`src/rtl/mem_port_arbiter.sv`:
```
// mem_port_arbiter
//   Three-requester arbiter for a single synchronous-read memory port.
//   Requesters are a read-only instruction fetch port (if_*), a data port
//   (d_*) and a debug/loader port (dbg_*). Each access takes two cycles:
//   MEM (grant pulse, memory enabled) followed by RESP (valid pulse, read
//   data forwarded). Priority is dbg > d > if. A 4-bit starvation counter
//   lets fetch win outright once it has lost MAX_WAIT arbitrations in a row.
//
// Ports
//   clk, reset                    clock (rising edge), async active-high reset
//   if_req/if_addr                fetch request and address
//   if_gnt/if_valid               fetch grant pulse / data-valid pulse
//   d_req/d_we/d_addr/d_wdata     data-port request
//   d_gnt/d_valid                 data grant pulse / completion pulse
//   dbg_req/dbg_we/dbg_addr/dbg_wdata  debug-port request
//   dbg_gnt/dbg_valid             debug grant pulse / completion pulse
//   rdata                         shared read data, nonzero only in RESP
//   mem_en/mem_we/mem_addr/mem_wdata   memory command, nonzero only in MEM
//   mem_rdata                     memory read data (one cycle after mem_en)
//   arb_state                     current FSM state encoding
module mem_port_arbiter #(
  parameter int AW       = 8,
  parameter int DW       = 16,
  parameter int MAX_WAIT = 3
) (
  input  logic          clk,
  input  logic          reset,
  input  logic          if_req,
  input  logic [AW-1:0] if_addr,
  output logic          if_gnt,
  output logic          if_valid,
  input  logic          d_req,
  input  logic          d_we,
  input  logic [AW-1:0] d_addr,
  input  logic [DW-1:0] d_wdata,
  output logic          d_gnt,
  output logic          d_valid,
  input  logic          dbg_req,
  input  logic          dbg_we,
  input  logic [AW-1:0] dbg_addr,
  input  logic [DW-1:0] dbg_wdata,
  output logic          dbg_gnt,
  output logic          dbg_valid,
  output logic [DW-1:0] rdata,
  output logic          mem_en,
  output logic          mem_we,
  output logic [AW-1:0] mem_addr,
  output logic [DW-1:0] mem_wdata,
  input  logic [DW-1:0] mem_rdata,
  output logic [1:0]    arb_state
);

  typedef enum logic [1:0] {
    ST_IDLE = 2'b00,
    ST_MEM  = 2'b01,
    ST_RESP = 2'b10,
    ST_ILL  = 2'b11
  } state_e;

  typedef enum logic [1:0] {
    OWN_NONE = 2'b00,
    OWN_IF   = 2'b01,
    OWN_D    = 2'b10,
    OWN_DBG  = 2'b11
  } owner_e;

  localparam logic [3:0] MAX_WAIT_C = 4'(MAX_WAIT);

  // The state register is a plain vector so the unused encoding 2'b11 is
  // representable and recoverable.
  logic [1:0]    state_q, state_d;
  owner_e        owner_q, owner_d;
  logic [AW-1:0] addr_q, addr_d;
  logic          we_q, we_d;
  logic [DW-1:0] wdata_q, wdata_d;
  logic [3:0]    starve_q, starve_d;
  logic [3:0]    starve_inc_s;

  // Saturating increment of the fetch starvation counter.
  assign starve_inc_s = (starve_q < MAX_WAIT_C) ? (starve_q + 4'd1) : starve_q;

  // State, owner, captured request and starvation counter registers.
  always_ff @(posedge clk or posedge reset) begin
    if (reset) begin
      state_q  <= ST_IDLE;
      owner_q  <= OWN_NONE;
      addr_q   <= {AW{1'b0}};
      we_q     <= 1'b0;
      wdata_q  <= {DW{1'b0}};
      starve_q <= 4'd0;
    end else begin
      state_q  <= state_d;
      owner_q  <= owner_d;
      addr_q   <= addr_d;
      we_q     <= we_d;
      wdata_q  <= wdata_d;
      starve_q <= starve_d;
    end
  end

  // Next-state logic: arbitration happens only from IDLE or RESP.
  always_comb begin
    state_d  = state_q;
    owner_d  = owner_q;
    addr_d   = addr_q;
    we_d     = we_q;
    wdata_d  = wdata_q;
    starve_d = starve_q;
    case (state_q)
      ST_IDLE, ST_RESP: begin
        if (if_req && (starve_q == MAX_WAIT_C)) begin
          // Starved fetch overrides the normal priority order.
          state_d  = ST_MEM;
          owner_d  = OWN_IF;
          addr_d   = if_addr;
          we_d     = 1'b0;
          wdata_d  = {DW{1'b0}};
          starve_d = 4'd0;
        end else if (dbg_req) begin
          state_d = ST_MEM;
          owner_d = OWN_DBG;
          addr_d  = dbg_addr;
          we_d    = dbg_we;
          wdata_d = dbg_wdata;
          if (if_req) begin
            starve_d = starve_inc_s;
          end else begin
            starve_d = starve_q;
          end
        end else if (d_req) begin
          state_d = ST_MEM;
          owner_d = OWN_D;
          addr_d  = d_addr;
          we_d    = d_we;
          wdata_d = d_wdata;
          if (if_req) begin
            starve_d = starve_inc_s;
          end else begin
            starve_d = starve_q;
          end
        end else if (if_req) begin
          state_d  = ST_MEM;
          owner_d  = OWN_IF;
          addr_d   = if_addr;
          we_d     = 1'b0;
          wdata_d  = {DW{1'b0}};
          starve_d = 4'd0;
        end else begin
          state_d = ST_IDLE;
          owner_d = OWN_NONE;
        end
      end
      ST_MEM: begin
        state_d = ST_RESP;
      end
      default: begin
        state_d = ST_IDLE;
        owner_d = OWN_NONE;
      end
    endcase
  end

  // Output decode: everything is derived from registers except rdata, which
  // forwards the memory output during RESP.
  always_comb begin
    if_gnt    = 1'b0;
    d_gnt     = 1'b0;
    dbg_gnt   = 1'b0;
    if_valid  = 1'b0;
    d_valid   = 1'b0;
    dbg_valid = 1'b0;
    rdata     = {DW{1'b0}};
    mem_en    = 1'b0;
    mem_we    = 1'b0;
    mem_addr  = {AW{1'b0}};
    mem_wdata = {DW{1'b0}};
    case (state_q)
      ST_MEM: begin
        mem_en    = 1'b1;
        mem_we    = we_q;
        mem_addr  = addr_q;
        mem_wdata = wdata_q;
        if_gnt    = (owner_q == OWN_IF);
        d_gnt     = (owner_q == OWN_D);
        dbg_gnt   = (owner_q == OWN_DBG);
      end
      ST_RESP: begin
        rdata     = mem_rdata;
        if_valid  = (owner_q == OWN_IF);
        d_valid   = (owner_q == OWN_D);
        dbg_valid = (owner_q == OWN_DBG);
      end
      default: begin
        rdata = {DW{1'b0}};
      end
    endcase
  end

  assign arb_state = state_q;

endmodule

```
`config.mk`:
```
export PLATFORM = sky130hd
export DESIGN_NAME = mem_port_arbiter
export DESIGN_NICKNAME = d
export VERILOG_FILES = /design/src/rtl/mem_port_arbiter.sv
export SDC_FILE = /design/constraint.sdc
export NUM_CORES = 1
export LEC_CHECK = 0
export CAP_MARGIN = 30
export CORE_ASPECT_RATIO = 1.2
export CORE_MARGIN = 2
export CORE_UTILIZATION = 40
export CTS_CLUSTER_DIAMETER = 120
export DETAILED_ROUTE_END_ITERATION = 16
export GPL_ROUTABILITY_DRIVEN = 1
export PLACE_DENSITY = 0.84
export SETUP_SLACK_MARGIN = 0.2
export SYNTH_ARGS = -nofsm -noshare
export SYNTH_HDL_FRONTEND = slang
export SYNTH_SLANG_ARGS = --single-unit
```
`constraint.sdc`:
```
create_clock -name clk -period 3.6 [get_ports clk]
set_input_delay 0.72 -clock clk [delete_from_list [all_inputs] [get_ports clk]]
set_output_delay 0.72 -clock clk [all_outputs]
set_load 0.05 [all_outputs]
```
==> impl_metrics.env, run 1 <==
export IMPL_crit_path_max_fanout=1
export IMPL_drt_iter0_drc=88
export IMPL_critPathLaunchType="input port"
export IMPL_root_buffer="clkbuf_8"
export IMPL_fmax_ghz=0.353
export IMPL_worstMarginPinSlew_ns=0.930
export IMPL_cap_violations=0
export IMPL_dieHeight_um=82.8
export IMPL_wl_per_cell_um=15.3
export IMPL_netlist_instances=229
export IMPL_period_minus_slack_ns=2.83
export IMPL_htreeDepth=2
export IMPL_synth_warnings=0
export IMPL_syn_avg_cell_area_sq_um=9.04
export IMPL_cts_buffer_depth=2
export IMPL_die_w_um=69.7
export IMPL_hold_viol=0
export IMPL_rows=28
export IMPL_slew_viol_final=0
export IMPL_ios=129
export IMPL_ir_drop_v=0.000245
export IMPL_cp_required_ns=2.88
export IMPL_ys_seq_area_share_pct=39.9
export IMPL_gp_congestion=0.751
export IMPL_antenna_cells=0
export IMPL_final_cell_mix="clkdlybuf4s50_1, and2_1, dfrtp_1"
export IMPL_ys_seq_elements=33
export IMPL_nFillCells=356
export IMPL_fin_crit_sh_pct=78.6
export IMPL_vias=2183
export IMPL_grt_antenna_before_repair=0
export IMPL_p_leak_nw=1.54
export IMPL_hold_ws_ns=0.501
export IMPL_core_sq_mm=0.00497
export IMPL_wirelength_mm=6.27
export IMPL_clkSinkCount=33
export IMPL_worstSkewPairLatency_ns=0.29
export IMPL_tritoncts="built"
export IMPL_grt_max_degree=34
export IMPL_final_common_cell="clkdlybuf4s50_1"
export IMPL_syn_nets=309
export IMPL_dr_pass1_iters=5
export IMPL_worstSetupPathType="input port to output pin"
export IMPL_rsz0062_at_grt="false"
export IMPL_dieArea_sq_mm=0.00577
export IMPL_clk_pin_slew_ns=0.06
export IMPL_grt_pass1_vias=2062
export IMPL_grt_overflow_total=0
export IMPL_grt_pass1_wl_mm=10.0
export IMPL_total_power_mw=1.74
export IMPL_drc=0
export IMPL_finalSetupTns_ns=0
export IMPL_dpl_instance_area_sq_mm=0.00366
export IMPL_post_cts_buffers=0
export IMPL_ys_types=32
export IMPL_hpwl_mm=4.75
export IMPL_post_cts_resized=0
export IMPL_nNetsFinal=429
export IMPL_drive_gt1_share_pct=14.3
export IMPL_cp_end_kind="output pin"
export IMPL_power_density_mw_per_mm2=462
export IMPL_finalClockSkew_ns=0.00533
export IMPL_start_util_pct=41.6
export IMPL_maxSlewHeadroom_pct=38.0
export IMPL_numCtsBuffers=5
export IMPL_setup_viol=0
export IMPL_vias_per_cell=5.32
export IMPL_portBuffers=128
export IMPL_netlist_area_sq_mm=0.00207
export IMPL_drtAntennaViolNets=0
export IMPL_min_path_type="register to register"
export IMPL_status="complete, no violations"
export IMPL_hold_buffers=0
export IMPL_area_growth_pct=81.7
export IMPL_track_usage_pct=21.9
export IMPL_worstPathArrival_ns=2.11
export IMPL_fin_area_sq_mm=0.00376
[power breakdown]
| part | switching [mW] | internal [mW] | total (mW) |
|---|---|---|---|
| Combinational | 0.501 | 0.419 | 0.920 |
| Sequential | 0.0457 | 0.460 | 0.506 |
| Clock | 0.138 | 0.173 | 0.310 |
| Total | 0.684 | 1.05 | 1.74 |
[critical path, cell delays in order]
cell	delay, ns
clkdlybuf4s50_1	0.46
and2_1	0.13
clkdlybuf4s50_1	0.80
[Yosys cell counts]
cell       count  share of area (%)
a21boi_0       2               0.73
ha_1           1               0.60
mux2_4         1               0.73
nor3_1         1               0.24
nor3_2         1               0.48
and3b_1        2               0.85
nor2b_1        4                1.2
nor4b_2        1               0.73
o21ai_0       25                6.0
dfrtp_1       33                 40
a22o_1         1               0.42
or2_1          2               0.60
inv_1          2               0.36
clkbuf_1      11                2.0
and3_1         2               0.60
buf_2          8                1.9
nor2_1         2               0.36
a22oi_1       17                6.2
or3b_1         9                3.8
and4bb_1       1               0.60
and2_1        41                 12
o22ai_1        1               0.30
a21oi_1       16                3.9
nand2_1        4               0.73
nand4bb_1      1               0.54
buf_4          2               0.73
nand2b_1       8                2.4
buf_6          1               0.54
a211o_1        1               0.42
o31ai_1       25                9.1
o21ai_1        1               0.24
buf_1          2               0.36
[per-layer routing]
| metal | up-vias | GRT usage (%) | share of wire [%] |
|---|---|---|---|
| met1 | 1027 | 24.3 | 37 |
| met5 | - | 0 | 0 |
| met2 | 87 | 43.2 | 56 |
| met4 | 0 | 4.23 | 0.73 |
| met3 | 3 | 5.56 | 7.2 |
| li1 | 1066 | - | - |
[layout make-up]
cell class,instances,area (sq um),share of cell area (%)
repair buffers,137,1630,43.3
clock buffers,7,96.3,2.56
inverters,2,7.51,0.200
clock inverters,1,5.00,0.133
multi-input cells,170,1120,29.9
well taps,60,75.1,2.00
flip-flops and latches,33,826,22.0
[stage by stage]
stage / cells / setup WS, ns / util (%)
floorplan: 229 / 0.585 / -
global placement: 402 / 0.789 / 73.5
detailed placement: 402 / 0.698 / 73.5
CTS: 410 / 0.762 / 75.6
global route: 410 / 0.712 / 75.6
finish: 410 / 0.770 / 75.6
[cells by family (layout without fill, tap and decap cells)]
family                     count (synthesis)  after routing  synth area share, %
adders and majority gates                  1              1                0.604
AOI/OAI and AO/OA                         89             89                 27.3
buffers and inverters                     26            147                 5.93
DFF                                       33             33                 39.9
and+or+nand+nor                           79             79                 25.6
muxes                                      1              1                0.725
[state kept, by name (all words and copies together) (netlist names)]
name / count
addr_q: 8
arb_state: 2
owner_q: 2
starve_q: 4
wdata_q: 16
we_q: 1
[path summary, 6_finish.rpt]
kind | start | end | slack, ns | depth (start not counted)
setup / recovery | mem_rdata[0] | rdata[0] | 0.77 | 3
hold / removal | wdata_q[10] | wdata_q[10] | 0.50 | 2
setup reg to reg | arb_state[0] | starve_q[2] | 1.70 | 4
hold reg to reg | wdata_q[10] | wdata_q[10] | 0.50 | 2
max in group asynchronous | reset | wdata_q[10] | 2.49 | 3
min in group asynchronous | reset | addr_q[0] | 0.81 | 3
Note: power is estimated with default switching activity, not from simulation.
==> inputs of run 2 (changes only) <==
--- a/config.mk
+++ b/config.mk
@@ -8,11 +8,11 @@
 export CAP_MARGIN = 30
 export CORE_ASPECT_RATIO = 1.2
 export CORE_MARGIN = 2
-export CORE_UTILIZATION = 40
+export CORE_UTILIZATION = 37
 export CTS_CLUSTER_DIAMETER = 120
 export DETAILED_ROUTE_END_ITERATION = 16
 export GPL_ROUTABILITY_DRIVEN = 1
-export PLACE_DENSITY = 0.84
+export PLACE_DENSITY = 0.79
 export SETUP_SLACK_MARGIN = 0.2
 export SYNTH_ARGS = -nofsm -noshare
 export SYNTH_HDL_FRONTEND = slang
==> constraint.sdc (replaced) <==
create_clock -name clk -period 2.63 [get_ports clk]
set_input_delay 0.526 -clock clk [delete_from_list [all_inputs] [get_ports clk]]
set_output_delay 0.526 -clock clk [all_outputs]
set_load 0.05 [all_outputs]
==> impl_metrics.env, run 2 (synthesis gave the netlist of run 1 again) <==
export IMPL_status="complete, no violations"
export IMPL_clk_pin_slew_ns=0.07
export IMPL_fin_crit_sh_pct=82.0
export IMPL_reg_top3="wdata_q: 16 flops, addr_q: 8 flops, starve_q: 4 flops"
export IMPL_worstPathArrival_ns=1.63
export IMPL_wl_per_cell_um=15.6
export IMPL_slew_viol_final=0
export IMPL_dieArea_sq_mm=0.00621
export IMPL_hold_ws_ns=0.504
export IMPL_largest_register="wdata_q"
export IMPL_drive_gt1_share_pct=21.6
export IMPL_grt_overflow_total=0
export IMPL_vias=2203
export IMPL_worstRegToRegCells=4
export IMPL_post_cts_buffers=0
export IMPL_dr_pass1_iters=4
export IMPL_rows=29
export IMPL_gp_congestion=0.806
export IMPL_path_buf_inv=2
export IMPL_min_delay_path_depth=2
export IMPL_path_cells="nor2b_2 > buf_4 > and3b_1 > buf_12"
export IMPL_cts_buffer_depth=2
export IMPL_tritoncts="built"
export IMPL_drc=0
export IMPL_setup_viol=0
export IMPL_total_power_mw=2.54
export IMPL_worstSetupPathType="register to output pin"
export IMPL_dieHeight_um=85.9
export IMPL_area_growth_pct=94.6
export IMPL_post_cts_resized=0
export IMPL_cp_end_kind="output pin"
export IMPL_p_leak_nw=1.67
export IMPL_power_density_mw_per_mm2=630
export IMPL_clkSinkCount=33
export IMPL_route_met2_wl_mm=3.40
export IMPL_track_usage_pct=22.6
export IMPL_core_sq_mm=0.00533
export IMPL_maxUsedRoutingLayer="met4"
export IMPL_period_minus_slack_ns=2.16
export IMPL_portBuffers=128
export IMPL_rr_endpoint="wdata_q[1]"
export IMPL_grt_antenna_before_repair=0
export IMPL_worstSkewPairLatency_ns=0.28
export IMPL_crit_path_max_fanout=18
export IMPL_multi_input_area_sq_mm=0.00113
export IMPL_seq_area_sq_um=826
export IMPL_fmax_ghz=0.464
export IMPL_ir_drop_v=0.000340
export IMPL_maxSlewHeadroom_pct=66.9
export IMPL_routedLengthMet1_mm=2.54
export IMPL_nFillCells=355
export IMPL_hold_buffers=0
export IMPL_min_path_type="register to register"
export IMPL_vias_per_cell=5.27
export IMPL_grt_pass1_wl_mm=11.0
export IMPL_r2r_setup_slack_ns=0.87
export IMPL_cpPeakStageDelay_ns=0.48
export IMPL_crit_family="simple AND/OR/NAND/NOR gates"
export IMPL_cp_required_ns=2.10
export IMPL_drtAntennaViolNets=0
export IMPL_antenna_cells=0
export IMPL_largest_reg_flops=16
export IMPL_final_common_cell="clkdlybuf4s50_1"
export IMPL_htreeDepth=2
export IMPL_critPathLaunchType="register"
export IMPL_hold_end="wdata_q[15]"
export IMPL_wl_met3_um=461
export IMPL_hpwl_mm=5.28
export IMPL_root_buffer="clkbuf_8"
export IMPL_wirelength_mm=6.50
export IMPL_hold_viol=0
export IMPL_worstMarginPinSlew_ns=0.496
export IMPL_grt_max_degree=34
export IMPL_drt_iter0_drc=106
export IMPL_hp_start="wdata_q[15]"
export IMPL_nNetsFinal=435
export IMPL_ios=129
export IMPL_final_cell_mix="clkdlybuf4s50_1, buf_12, and2_1"
export IMPL_numCtsBuffers=5
export IMPL_grt_pass1_vias=2230
export IMPL_finalSetupTns_ns=0
export IMPL_cap_violations=0
export IMPL_start_util_pct=38.8
export IMPL_die_w_um=72.3
export IMPL_cpMaxStageDelayCell="dfrtp_1"
export IMPL_rsz0062_at_grt="false"
export IMPL_finalClockSkew_ns=0.00564
export IMPL_reg2reg_from="arb_state[0]"
-- run 2: changes by cell type in the layout (fill, tap and decap cells not counted), sizes merged --
cell / delta
buf: +26
clkdlybuf4s50: -20
bufinv: +1
clkinv: -1
-- run 2: power breakdown --
part           internal (mW)  total, mW  switching [mW]
logic                  0.651       1.35           0.698
clock network          0.309      0.488           0.179
registers              0.630      0.701          0.0710
-- run 2: cell type report --
type	instances	area share [%]
multi-input combinational	170	28.0
inverter	2	0.186
tap	62	1.93
clock buffer	7	2.14
clock inverter	1	0.746
sequential	33	20.5
timing repair buffer	143	46.5
-- run 2: worst max path at each step --
stage                             from          end  slack, ns  cells past startpoint
after floorplan           arb_state[0]        d_gnt       0.32                      4
after global placement           d_req  starve_q[0]       0.45                      4
after detailed placement         d_req   wdata_q[1]       0.34                      5
after CTS                 arb_state[0]       if_gnt       0.45                      4
after global routing      arb_state[0]       if_gnt       0.34                      4
final                     arb_state[0]       if_gnt       0.47                      4
-- run 2: worst reg2reg max path, delay by kind of cell, from the launching register on --
family | cells | cell delay (ns)
AOI/OAI and AO/OA | 1 | 0.30
DFF | 1 | 0.47
buffers and inverters | 2 | 0.49
and+or+nand+nor | 1 | 0.40
-- run 2: per-stage QoR --
stage / util (%) / cells / setup slack, ns / area (sq um)
final: 75.5 / 418 / 0.473 / 4030
after global placement: 73.3 / 410 / 0.450 / 3910
after floorplan: - / 229 / 0.319 / 2080
after detailed placement: 73.3 / 410 / 0.342 / 3910
after global routing: 75.5 / 418 / 0.341 / 4030
after CTS: 75.5 / 418 / 0.453 / 4030
-- run 2: layer usage --
| layer | up-vias | track usage [%] |
|---|---|---|
| li1 | 1074 | - |
| met1 | 1023 | 27.4 |
| met2 | 97 | 39.5 |
| met3 | 9 | 5.29 |
| met4 | 0 | 6.52 |
| met5 | - | 0 |
==> inputs of run 3 (changes only) <==
==> constraint.sdc (replaced) <==
create_clock -name clk -period 2.3 [get_ports clk]
set_input_delay 0.46 -clock clk [delete_from_list [all_inputs] [get_ports clk]]
set_output_delay 0.46 -clock clk [all_outputs]
set_load 0.05 [all_outputs]
==> impl_metrics.env, run 3 (synthesis gave the netlist of run 1 again) <==
export IMPL_reg_top3="wdata_q: 16 flops, addr_q: 8 flops, starve_q: 4 flops"
export IMPL_drtAntennaViolNets=0
export IMPL_slew_viol_final=0
export IMPL_grt_antenna_before_repair=0
export IMPL_die_w_um=72.3
export IMPL_nNetsFinal=438
export IMPL_htreeDepth=2
export IMPL_track_usage_pct=23.0
export IMPL_crit_path_max_fanout=4
export IMPL_path_buf_inv=1
export IMPL_largest_reg_flops=16
export IMPL_portBuffers=128
export IMPL_area_growth_pct=97.0
export IMPL_cp_required_ns=1.84
export IMPL_final_cell_mix="clkdlybuf4s50_1, buf_12, dfrtp_1"
export IMPL_cap_violations=0
export IMPL_grt_max_degree=34
export IMPL_wirelength_mm=6.79
export IMPL_vias_per_cell=5.34
export IMPL_largest_register="wdata_q"
export IMPL_grt_pass1_vias=2230
export IMPL_worstMarginPinSlew_ns=0.563
export IMPL_crit_family="buffers and inverters"
export IMPL_setup_viol=0
export IMPL_rows=29
export IMPL_clkSinkCount=33
export IMPL_worstSkewPairLatency_ns=0.28
export IMPL_tritoncts="built"
export IMPL_antenna_cells=0
export IMPL_wl_per_cell_um=16.2
export IMPL_dieHeight_um=85.9
export IMPL_maxSlewHeadroom_pct=62.3
export IMPL_power_density_mw_per_mm2=694
export IMPL_worstPathArrival_ns=1.55
export IMPL_fmax_ghz=0.498
export IMPL_cpMaxStageDelayCell="clkdlybuf4s50_1"
export IMPL_dieArea_sq_mm=0.00621
export IMPL_dr_pass1_iters=4
export IMPL_status="complete, no violations"
export IMPL_cts_buffer_depth=2
export IMPL_grt_pass1_wl_mm=11.1
export IMPL_hold_viol=0
export IMPL_gp_congestion=0.780
export IMPL_numCtsBuffers=5
export IMPL_final_common_cell="clkdlybuf4s50_1"
export IMPL_period_minus_slack_ns=2.01
export IMPL_worstSetupPathType="register to output pin"
export IMPL_start_util_pct=38.8
export IMPL_core_sq_mm=0.00533
export IMPL_ios=129
export IMPL_finalSetupTns_ns=0
export IMPL_finalClockSkew_ns=0.00583
export IMPL_fin_crit_sh_pct=87.3
export IMPL_critPathLaunchType="register"
export IMPL_cpPeakStageDelay_ns=0.87
export IMPL_clk_pin_slew_ns=0.06
export IMPL_drive_gt1_share_pct=29.9
export IMPL_hpwl_mm=5.34
export IMPL_path_cells="clkdlybuf4s50_1"
export IMPL_vias=2243
export IMPL_drc=0
export IMPL_cp_end_kind="output pin"
export IMPL_dp_cells=411
export IMPL_final_cell_count_no_fill=420
export IMPL_root_buffer="clkbuf_8"
export IMPL_p_leak_nw=1.69
export IMPL_grt_overflow_total=0
export IMPL_ir_drop_v=0.000377
export IMPL_drt_iter0_drc=91
export IMPL_min_path_type="register to register"
export IMPL_rsz0062_at_grt="false"
[run 3: metrics by stage]
step | hold WS (ns) | setup slack, ns | instance area [sq um] | power (mW) | util, %
final | 0.501 | 0.292 | 4080 | 2.83 | 76.4
after global routing | 0.535 | 0.250 | 4080 | 2.96 | 76.4
after global placement | 0.482 | 0.234 | 3980 | 2.37 | 74.5
after CTS | 0.503 | 0.270 | 4060 | 2.84 | 76.2
after floorplan | 0.468 | 0.173 | 2120 | 1.61 | -
after detailed placement | 0.489 | 0.159 | 3980 | 2.40 | 74.5
[run 3: area by class of cell]
class | instances | area [sq um]
Inverter | 2 | 7.51
Tap cell | 62 | 77.6
Timing Repair Buffer | 146 | 1910
Multi-Input combinational cell | 170 | 1170
Fill cell | 348 | 1260
Clock buffer | 7 | 86.3
Sequential cell | 33 | 827
[run 3: layer usage]
layer	global-route usage (%)	wire length, um	share of wire [%]
met1	25.7	2510	37
met2	40.5	3450	51
met3	6.35	670	9.9
met4	9.26	155	2.3
met5	0	0	0
[run 3: timing repair]
action / 4_1_cts / 5_1_grt
hold buffers: 0 / 0
buffers inserted: 0 / 2
resized for setup: 1 / 0
setup endpoints to repair: 16 / 16
[run 3: worst register-to-register path: cells and delay by family, from the launching register on]
kind | cells | cell delay (ns)
DFF | 1 | 0.43
buffers and inverters | 3 | 0.55
and+or+nand+nor | 1 | 0.26
AOI/OAI and AO/OA | 1 | 0.28
[run 3: where the power goes]
| part | switching, mW | internal [mW] |
|---|---|---|
| logic | 0.812 | 0.778 |
| registers | 0.0796 | 0.721 |
| clock network | 0.200 | 0.237 |
| total | 1.09 | 1.74 |
[run 3: final timing paths]
path | startpoint | to | slack, ns | cells past startpoint
setup / recovery | arb_state[1] | arb_state[1] | 0.29 | 1
hold / removal | addr_q[5] | addr_q[5] | 0.50 | 2
setup reg to reg | arb_state[0] | wdata_q[9] | 0.68 | 5
hold reg to reg | addr_q[5] | addr_q[5] | 0.50 | 2
max in group asynchronous | reset | arb_state[0] | 1.40 | 3
min in group asynchronous | reset | wdata_q[6] | 0.57 | 3
